### config.mk
export PLATFORM = sky130hd
export DESIGN_NAME = ppi_bus_ctrl
export DESIGN_NICKNAME = d
export VERILOG_FILES = /design/src/rtl/ppi_bus_ctrl.sv
export SDC_FILE = /design/constraint.sdc
export NUM_CORES = 1
export LEC_CHECK = 0
export BUFFER_PORTS_ARGS = -buffer_cell sky130_fd_sc_hd__buf_2
export CAP_MARGIN = 20
export CELL_PAD_IN_SITES_DETAIL_PLACEMENT = 1
export CELL_PAD_IN_SITES_GLOBAL_PLACEMENT = 1
export CORE_MARGIN = 8
export CORE_UTILIZATION = 40
export DETAILED_ROUTE_END_ITERATION = 7
export PLACE_DENSITY = 0.87
export SLEW_MARGIN = 20
export SYNTH_ARGS = -nofsm -noshare
export SYNTH_HDL_FRONTEND = slang
export SYNTH_SLANG_ARGS = --single-unit
export TNS_END_PERCENT = 1
### constraint.sdc
create_clock -name clk -period 1.9 [get_ports clk]
set_input_delay 0.19 -clock clk [delete_from_list [all_inputs] [get_ports clk]]
set_output_delay 0.19 -clock clk [all_outputs]
set_load 0.02 [all_outputs]
### src/rtl/ppi_bus_ctrl.sv
// ppi_bus_ctrl: 8255A read/write control and control-word register.
// Synchronises the asynchronous host strobes, address and data into the
// PPI clock domain. It decodes reads and writes. It owns the control word
// and the port C bit set/reset image.
// Optional feature: define PPI_BSR_EN to enable port C bit set/reset writes
// (A=11, D7=0). Without it such writes are rejected with a bus_err pulse.
module ppi_bus_ctrl #(
    parameter logic [7:0] CW_RESET    = 8'h9B,
    parameter int         SYNC_STAGES = 2
) (
    input  logic       clk,
    input  logic       nReset,
    input  logic       nCs,
    input  logic       nRe,
    input  logic       nWr,
    input  logic [1:0] A,
    input  logic [7:0] D,
    output logic [7:0] controlword,
    output logic [7:0] portc_bsr,
    output logic [2:0] wr_strobe,
    output logic [7:0] wr_data,
    output logic [2:0] rd_en,
    output logic       mode_load,
    output logic       bus_err
);

    typedef enum logic [1:0] {
        IDLE   = 2'd0,
        WRITE  = 2'd1,
        READ   = 2'd2,
        COMMIT = 2'd3
    } state_t;

    state_t state;

    // Synchroniser chains. Index 0 is the first flop.
    logic [SYNC_STAGES-1:0]      sy_ncs, sy_nre, sy_nwr;
    logic [SYNC_STAGES-1:0][1:0] sy_a;
    logic [SYNC_STAGES-1:0][7:0] sy_d;

    logic       s_ncs, s_nre, s_nwr;
    logic [1:0] s_a;
    logic [7:0] s_d;

    // Address/data captured during WRITE; the last value seen wins.
    logic [1:0] cap_a;
    logic [7:0] cap_d;

    assign s_ncs = sy_ncs[SYNC_STAGES-1];
    assign s_nre = sy_nre[SYNC_STAGES-1];
    assign s_nwr = sy_nwr[SYNC_STAGES-1];
    assign s_a   = sy_a[SYNC_STAGES-1];
    assign s_d   = sy_d[SYNC_STAGES-1];

    // Port address to one-hot port select; the control address selects no port.
    function automatic logic [2:0] port_sel(input logic [1:0] a);
        logic [2:0] r;
        r = 3'b000;
        case (a)
            2'b00:   r = 3'b001;
            2'b01:   r = 3'b010;
            2'b10:   r = 3'b100;
            default: r = 3'b000;
        endcase
        return r;
    endfunction

    // Shift the host inputs through the synchroniser. Strobes idle high.
    always_ff @(posedge clk) begin
        if (!nReset) begin
            sy_ncs <= '1;
            sy_nre <= '1;
            sy_nwr <= '1;
            sy_a   <= '0;
            sy_d   <= '0;
        end else begin
            sy_ncs <= {sy_ncs[SYNC_STAGES-2:0], nCs};
            sy_nre <= {sy_nre[SYNC_STAGES-2:0], nRe};
            sy_nwr <= {sy_nwr[SYNC_STAGES-2:0], nWr};
            sy_a   <= {sy_a[SYNC_STAGES-2:0], A};
            sy_d   <= {sy_d[SYNC_STAGES-2:0], D};
        end
    end

    // Access FSM. All outputs are registered here.
    // Commit effects land on the same edge that enters COMMIT. The COMMIT
    // state then gives the mandatory idle gap before the next access.
    always_ff @(posedge clk) begin
        if (!nReset) begin
            state       <= IDLE;
            cap_a       <= '0;
            cap_d       <= '0;
            controlword <= CW_RESET;
            portc_bsr   <= '0;
            wr_data     <= '0;
            wr_strobe   <= '0;
            rd_en       <= '0;
            mode_load   <= 1'b0;
            bus_err     <= 1'b0;
        end else begin
            wr_strobe <= '0;
            mode_load <= 1'b0;
            bus_err   <= 1'b0;
            case (state)
                IDLE: begin
                    if (!s_ncs && !s_nwr) begin
                        // A write wins over a simultaneous read, which is flagged.
                        state <= WRITE;
                        cap_a <= s_a;
                        cap_d <= s_d;
                        rd_en <= '0;
                        if (!s_nre) bus_err <= 1'b1;
                    end else if (!s_ncs && !s_nre) begin
                        state <= READ;
                        rd_en <= port_sel(s_a);
                        if (s_a == 2'b11) bus_err <= 1'b1;
                    end else begin
                        rd_en <= '0;
                    end
                end
                WRITE: begin
                    if (s_nwr || s_ncs) begin
                        state <= COMMIT;
                        if (cap_a != 2'b11) begin
                            wr_data   <= cap_d;
                            wr_strobe <= port_sel(cap_a);
                        end else if (cap_d[7]) begin
                            controlword <= cap_d;
                            portc_bsr   <= '0;
                            mode_load   <= 1'b1;
                        end else begin
`ifdef PPI_BSR_EN
                            portc_bsr[cap_d[3:1]] <= cap_d[0];
`else
                            bus_err <= 1'b1;
`endif
                        end
                    end else begin
                        cap_a <= s_a;
                        cap_d <= s_d;
                    end
                end
                COMMIT: begin
                    state <= IDLE;
                end
                READ: begin
                    if (s_nre || s_ncs) begin
                        state <= IDLE;
                        rd_en <= '0;
                    end else begin
                        rd_en <= port_sel(s_a);
                    end
                end
                default: begin
                    state <= IDLE;
                end
            endcase
        end
    end

endmodule
* After elaboration in Yosys (flattened, before gate mapping)
Cells that the tools add are included.
** Cells by class
- Equality and inequality tests :: 14
- Mux-type cells :: 26
- Bitwise operators :: 4
- Reductions and logical operators :: 18
** Operators by type and width (number)
- $pmux 3 s3 :: 2
- $mux 8 :: 2
- $pmux 8 s2 :: 1
- $mux 2 :: 6
- $eq 2x2->1 const B :: 5
- $ne 2x2->1 const B :: 5
- $mux 3 :: 3
- $reduce_and 3->1 :: 3
- $mux 1 :: 8
- $pmux 2 s4 :: 1
- $reduce_and 4->1 :: 2
- $eq 2x1->1 const B :: 3
- $logic_not 2->1 :: 3
- $pmux 3 s2 :: 1
- $not 1->1 :: 4
- $pmux 2 s2 :: 1
- $reduce_bool 2->1 :: 2
- $reduce_or 4->1 :: 1
- $logic_not 1->1 :: 3
- $ne 3x3->1 const B :: 1
- $logic_and 1x1->1 :: 2
- $logic_or 1x1->1 :: 2
- $pmux 1 s2 :: 1
** Storage, ports and cells
- Register bits after elaboration :: 61
- Input port bits :: 15
- Output and inout port bits :: 32
- Word-level logic and storage cells :: 78

* Longest topological paths before layout
Gate-level depths: netlist of the first run.
- Depth in word-level cells :: 5
- Depth in mapped cells :: 5

* Worst setup path before layout of the first run
Ideal clock, no wire load.
- Kind :: reg-to-reg
- Start point :: register state[1]
- End point :: register controlword[0]
- Library setup time :: 120 ps
- Data arrival time :: 1220 ps
- Data required time :: 1780 ps
- Slack :: 560 ps
- Cell stages (with the launch flop) :: 6
- Path buffers :: 2
- Period minus slack after synthesis :: 1340 ps
- Cells stage by stage :: dfxtp_1 > o21ba_1 > buf_6 > and4_4 > buf_6 > a211o_1
** On the way
- Cells in the longest elaborated chain, start to end :: 2
** Ends and longest elaborated chain
- from (decl) :: line 34 : state_t state;
- from (signal assigned) :: line 90 : state <= IDLE;
- from (signal assigned) :: line 108 : state <= WRITE;
- from (signal assigned) :: line 114 : state <= READ;
- $eq 2x1->1 :: line 104 : case (state)
- $reduce_and 4->1 (no line)
- to (signal assigned) :: line 128 : controlword <= cap_d;
- to (decl) :: line 18 : output logic [7:0] controlword,
No other way between the ends.
A chain may end at the register's enable or synchronous reset.

* Worst setup path after layout of the first run
- Start point :: register sy_nwr[1]
- End point :: register wr_data[6]
** On the way
- Cells in the longest elaborated chain, start to end :: 2
** Ends and longest elaborated chain
- from (decl) :: line 37 : logic [SYNC_STAGES-1:0] sy_ncs, sy_nre, sy_nwr;
- from (signal assigned) :: line 79 : sy_nwr <= {sy_nwr[SYNC_STAGES-2:0], nWr};
- $logic_or 1x1->1 :: line 122 : if (s_nwr || s_ncs) begin
- $reduce_and 3->1 (no line)
- to (signal assigned) :: line 125 : wr_data <= cap_d;
- to (decl) :: line 21 : output logic [7:0] wr_data,
No other way between the ends.

==> impl_metrics.csv, run 1 <==
group,metric,value,unit
synthesis,seq_area_frac_synth,57.58,%
sta,finalHoldViolCount,0,
synthesis,ys.flop_type,"dfxtp_1",
routing,via_per_inst,4.759,
cells_and_area,fin_util,48.48,%
placement,place.gp.congestion,0.7847,
routing,firstDrtPassIters,4,
power,swShare,20.77,%
status,run_status,"completed",
routing,wl_per_cell,14.10,um
power,power_frac_comb,3.1,%
sta,fmax,0.6168,GHz
placement,dp_hpwl,3125,um
clock_network,postCtsSetupBuffers,0,
global_route,grt_use_total,13.07,%
clock_network,path_clk_slew,0.06,ns
synthesis,synth_top_cell_area_share,57.58,%
worst_hold_path,min_from,"nRe",
worst_hold_path,hold_path_class,"in -> reg",
global_route,grt_pass1_wl,7707,um
sta,maxSlewHeadroom,56.48,%
power,seqPwrFrac,52.8,%
synthesis,synth_area,2121,sq um
sta,skew,0.006519,ns
routing,ant_nets,0,
floorplanning,die_area,7888,sq um
power,clkPwrFrac,44.1,%
floorplanning,rows,26,
power,p_switching,0.5187,mW
synthesis,synth_area_leaders,"dfxtp_1, nand2_1, and2_1, mux2i_1, buf_4",
setup_path,path_class,"reg -> reg",
global_route,grt_pass1_vias,1593,
power,leakagePower,1.017,nW
synthesis,synth.largest_area_cell,"dfxtp_1",
cells_and_area,layout-drive-gt1-share,20.55,%
sta,tns,0,ns
setup_path,rr_worst_depth,3,
synthesis,ys_ff_latch,61,
floorplanning,ioPinCount,47,
routing,wl,4555,um
synthesis,synth-edff-count,0,
synthesis,synth_common_cells,"dfxtp_1, nand2_1, and2_1",
setup_path,cp_max_fo,9,
global_route,use_met2,20.69,%
global_route,grt_use_met3,5.757,%
setup_path,r2r-start,"sy_nwr[1]",
global_route,busiest_layer,"met2",
setup_path,reg2reg_slack,0.28,ns
power,internal-power,1.979,mW
power,irDropWorstVdd,0.0004458,V
setup_path,critPathArrivalTime,1.88,ns
clock_network,clkSinkCount,61,
cells_and_area,area_growth,16.75,%
power,p_per_area,1009,nW/um^2
sta,rsz0062_at_grt,"false",
setup_path,cp-start-kind,"flip-flop",
global_route,grt-ovfl-total,0,
cells_and_area,fill_cells,622,
cells_and_area,final_nets,263,
global_route,grt_max_degree,28,
worst_hold_path,min_path_cells,2,
sta,max_slew.worst_pin.slew,0.6492,ns
sta,setup-violations-final,0,
synthesis,async_flop_share,0,%
routing,first_iter_violations,76,
setup_path,required,2.16,ns
clock_network,numCtsBuffers,9,
routing,drc_errors,0,
clock_network,clockBufferDepth,2,
clock_network,cts_tree,"yes",
clock_network,hold_buffers,0,
global_route,antenna_found_initial,0,
synthesis,avgSynthCellArea,9.910,sq um
worst_hold_path,whs_endpoint,"sy_nre[0]",
job,drv_cap,0,
cells_and_area,antenna_cells,0,
synthesis,synth_warnings,0,
floorplanning,die_w,88.82,um
sta,drv_slew,0,
routing,vias,1537,
placement,numPortBuffers,37,
clock_network,htreeDepth,3,
synthesis,post-synth-top-count-cell,"dfxtp_1",
setup_path,worstSetupEndpointType,"flip-flop",
synthesis,syn-instance-count,214,
synthesis,yosysUniqueCellTypes,31,
clock_network,ctsResizeCount,0,
global_route,use_met1,14.51,%
sta,period_needed,1.621,ns
clock_network,clockRootBuffer,"clkbuf_8",
clock_network,clock_latency,0.34,ns
sta,fin_crit_sh,85.33,%
floorplanning,dieHeight,88.82,um
setup_path,r2r-end,"wr_data[6]",
floorplanning,coreArea,5107,sq um
floorplanning,start_util,41.52,%
==> layout by cell type, fill, tap and decap left out <==
| cell type | n |
|---|---|
| clkbuf_1 | 5 |
| buf_2 | 37 |
| and4_4 | 1 |
| clkbuf_8 | 10 |
| mux2i_1 | 11 |
| buf_4 | 1 |
| o41ai_1 | 2 |
| a21oi_1 | 13 |
| a21bo_2 | 1 |
| or3_1 | 1 |
| nand2_1 | 42 |
| nand3_1 | 2 |
| o21ba_1 | 1 |
| nand4b_1 | 1 |
| and2_1 | 22 |
| conb_1 | 9 |
| a41oi_1 | 4 |
| o21ai_0 | 1 |
| and4b_1 | 1 |
| nor4_1 | 1 |
| a211o_1 | 4 |
| o2111ai_1 | 1 |
| nor3_1 | 1 |
| nor4b_1 | 1 |
| dfxtp_1 | 61 |
| nor3_2 | 1 |
| bufinv_16 | 1 |
| nand2b_1 | 7 |
| inv_1 | 6 |
| nor2_1 | 3 |
| and3b_1 | 1 |
==> logic make-up (layout without fill, tap and decap cells) <==
group	after synthesis	count (layout)	share of synthesized area, %
buffers and inverters	28	60	7.551
muxes	11	11	5.192
AOI/OAI and AO/OA	27	27	8.790
DFF	61	61	57.58
other	2	9	0.3541
and+or+nand+nor	85	85	20.53
==> how the worst max path moves through the flow <==
stage,startpoint,end,slack (ns),cells past startpoint
global placement,state[1],wr_strobe[2],0.38,3
CTS,sy_nwr[1],wr_data[6],0.28,3
detailed placement,state[1],wr_data[6],0.30,3
global route,sy_nwr[1],wr_data[6],0.14,3
floorplan,state[1],controlword[0],0.56,5
finish,sy_nwr[1],wr_data[6],0.28,3
==> stage by stage <==
step | hold WS [ns] | instance area, sq um | setup slack, ns | total power, mW | cells
floorplan | 0.2915 | 2147 | 0.5601 | 1.414 | 221
global placement | 0.3697 | 2290 | 0.3823 | 1.421 | 307
detailed placement | 0.3787 | 2290 | 0.3023 | 1.425 | 307
CTS | 0.02652 | 2476 | 0.2771 | 2.526 | 323
global route | 0.01554 | 2476 | 0.1374 | 2.609 | 323
finish | 0.03270 | 2476 | 0.2788 | 2.498 | 323
==> layout make-up <==
| type | count | area [sq um] | share of cell area (%) |
|---|---|---|---|
| inverters | 6 | 22.52 | 0.9096 |
| multi-input cells | 132 | 765.7 | 30.92 |
| well taps | 70 | 87.58 | 3.537 |
| clock inverters | 1 | 30.03 | 1.213 |
| flip-flops and latches | 61 | 1221 | 49.32 |
| clock buffers | 15 | 156.4 | 6.316 |
| repair buffers | 38 | 192.7 | 7.782 |
==> power by group through the flow <==
stage               sequential [mW]  combinational (mW)  clock [mW]
detailed placement             1.35              0.0786           0
floorplan                      1.34              0.0725           0
global placement               1.34              0.0770           0
finish                         1.32              0.0782        1.10
CTS                            1.32              0.0793        1.13
global route                   1.32              0.0894        1.20
==> worst max-delay path: stages, from the launching register on <==
cell and delay, ns:
dfxtp_1 0.44, o21ba_1 0.32, and3b_1 0.53, mux2i_1 0.25
==> routing by layer <==
| metal | wire, um | vias up |
|---|---|---|
| li1 | - | 751 |
| met1 | 1914 | 730 |
| met2 | 2197 | 45 |
| met3 | 329 | 11 |
| met4 | 113 | 0 |
| met5 | 0 | - |
==> registers in the layout, indices dropped and copies added, names as in the netlist <==
name	cells
rd_en	3
s_d	8
sy_ncs	2
wr_data	8
state	2
cap_d	8
bus_err	1
wr_strobe	3
sy_a	2
sy_nwr	2
controlword	7
cap_a	2
sy_d	8
s_a	2
sy_nre	2
mode_load	1
Note: power is estimated with default switching activity, not from simulation.
==> run 2, diff against run 1 <==
Settings changed: CTS_BUF_LIST from default to sky130_fd_sc_hd__clkbuf_16.
==> impl_metrics.csv, run 2 (synthesis gave the netlist of run 1 again) <==
group,metric,value,unit
status,run_status,"completed",
clock_network,postCtsSetupBuffers,0,
routing,drc_errors,0,
sta,tns,0,ns
setup_path,crit_start,"sy_nwr[1]",
routing,ant_nets,0,
power,p_switching,0.5696,mW
clock_network,cts_tree,"yes",
sta,maxSlewHeadroom,57.03,%
cells_and_area,antenna_cells,0,
power,power_frac_comb,2.7,%
sta,fin_crit_sh,84.57,%
floorplanning,rows,26,
global_route,antenna_found_initial,0,
sta,period_needed,1.607,ns
cells_and_area,final_common_cell,"dfxtp_1",
setup_path,worstSetupEndpointType,"flip-flop",
power,p_per_area,1125,nW/um^2
sta,skew,0.004898,ns
global_route,grt_pass1_wl,7838,um
floorplanning,die_w,88.82,um
clock_network,hold_buffers,0,
worst_hold_path,hold_path_class,"in -> reg",
sta,drv_slew,0,
clock_network,clkSinkCount,61,
setup_path,cp_max_fo,9,
clock_network,clock_latency,0.32,ns
cells_and_area,regArea,1221,sq um
power,leakagePower,1.079,nW
placement,dp_hpwl,3125,um
sta,finalHoldViolCount,0,
global_route,grt-ovfl-total,0,
power,seqPwrFrac,45.7,%
placement,numPortBuffers,37,
job,drv_cap,0,
clock_network,clockRootBuffer,"clkbuf_16",
routing,first_iter_violations,75,
floorplanning,coreArea,5107,sq um
setup_path,r2r-start,"sy_nwr[1]",
sta,rsz0062_at_grt,"false",
sta,setup-violations-final,0,
power,clkPwrFrac,51.5,%
clock_network,path_clk_slew,0.05,ns
sta,max_slew.worst_pin.slew,0.6411,ns
setup_path,required,2.14,ns
routing,via_per_inst,4.690,
placement,place.gp.congestion,0.7847,
power,irDropWorstVdd,0.0005745,V
global_route,grt_use_total,13.49,%
cells_and_area,multiInputGateArea,765.7,sq um
setup_path,reg2reg_slack,0.29,ns
clock_network,clockBufferDepth,2,
floorplanning,ioPinCount,47,
cells_and_area,area_growth,21.06,%
setup_path,cp-start-kind,"flip-flop",
floorplanning,start_util,41.52,%
clock_network,htreeDepth,3,
global_route,grt_pass1_vias,1612,
power,internal-power,2.320,mW
power,total_power,2.890,mW
clock_network,numCtsBuffers,9,
setup_path,path_class,"reg -> reg",
setup_path,critPathArrivalTime,1.85,ns
routing,wl_per_cell,14.30,um
power,swShare,19.71,%
cells_and_area,final_cell_mix,"dfxtp_1, nand2_1, buf_2",
global_route,grt_max_degree,28,
clock_network,ctsResizeCount,0,
routing,wl,4620,um
floorplanning,dieHeight,88.82,um
cells_and_area,fill_cells,612,
cells_and_area,final_nets,263,
cells_and_area,layout-drive-gt1-share,20.16,%
floorplanning,die_area,7888,sq um
worst_hold_path,min_from,"nWr",
routing,firstDrtPassIters,6,
routing,vias,1515,
sta,fmax,0.6224,GHz
## run 2: cell types whose count changed in the layout (fill, tap and decap cells not counted), sizes merged
| cell | previous run | this run |
|---|---|---|
| clkinv | 0 | 1 |
| inv | 6 | 11 |
| clkbuf | 15 | 9 |
## run 2: layout make-up
type	count	share of cell area (%)
tap	70	3.411
clock inverter	7	2.047
multi-input combinational	132	29.82
timing repair buffer	38	7.505
clock buffer	9	8.772
inverter	6	0.8772
sequential	61	47.56
## run 2: layer usage
metal  track usage [%]  vias up  part of all wire, %  wire length (um)
met5                 0        -                    0                 0
met4             9.217        0                  2.8               131
met3             5.200       11                  5.8               266
met2             20.96       36                   48              2229
met1             14.90      712                   43              1992
li1                  -      756                    -                 -
## run 2: power by group through the flow
stage               clock, mW  sequential, mW  combinational, mW
floorplan                   0            1.34             0.0725
global route             1.59            1.32             0.0896
finish                   1.49            1.32             0.0790
CTS                      1.53            1.32             0.0797
detailed placement          0            1.35             0.0786
global placement            0            1.34             0.0770
## run 2: through the flow
stage / hold slack, ns / setup slack [ns] / instance area [sq um] / instances / utilization [%]
after floorplan: 0.2915 / 0.5601 / 2147 / 221 / -
after global placement: 0.3697 / 0.3823 / 2290 / 307 / 44.83
after detailed placement: 0.3787 / 0.3023 / 2290 / 307 / 44.83
after CTS: 0.04001 / 0.2777 / 2567 / 323 / 50.27
after global routing: 0.04232 / 0.1360 / 2567 / 323 / 50.27
final: 0.05081 / 0.2932 / 2567 / 323 / 50.27
## run 2: critical path, cell delays in order (launching register included)
cell and delay, ns:
dfxtp_1 0.44, o21ba_1 0.31, and3b_1 0.52, mux2i_1 0.25
## run 2: final timing paths
path                      to  cells after the start
hold reg to reg    sy_nwr[1]                      1
hold / removal     sy_nwr[0]                      2
setup reg to reg  wr_data[6]                      3
setup / recovery  wr_data[6]                      3
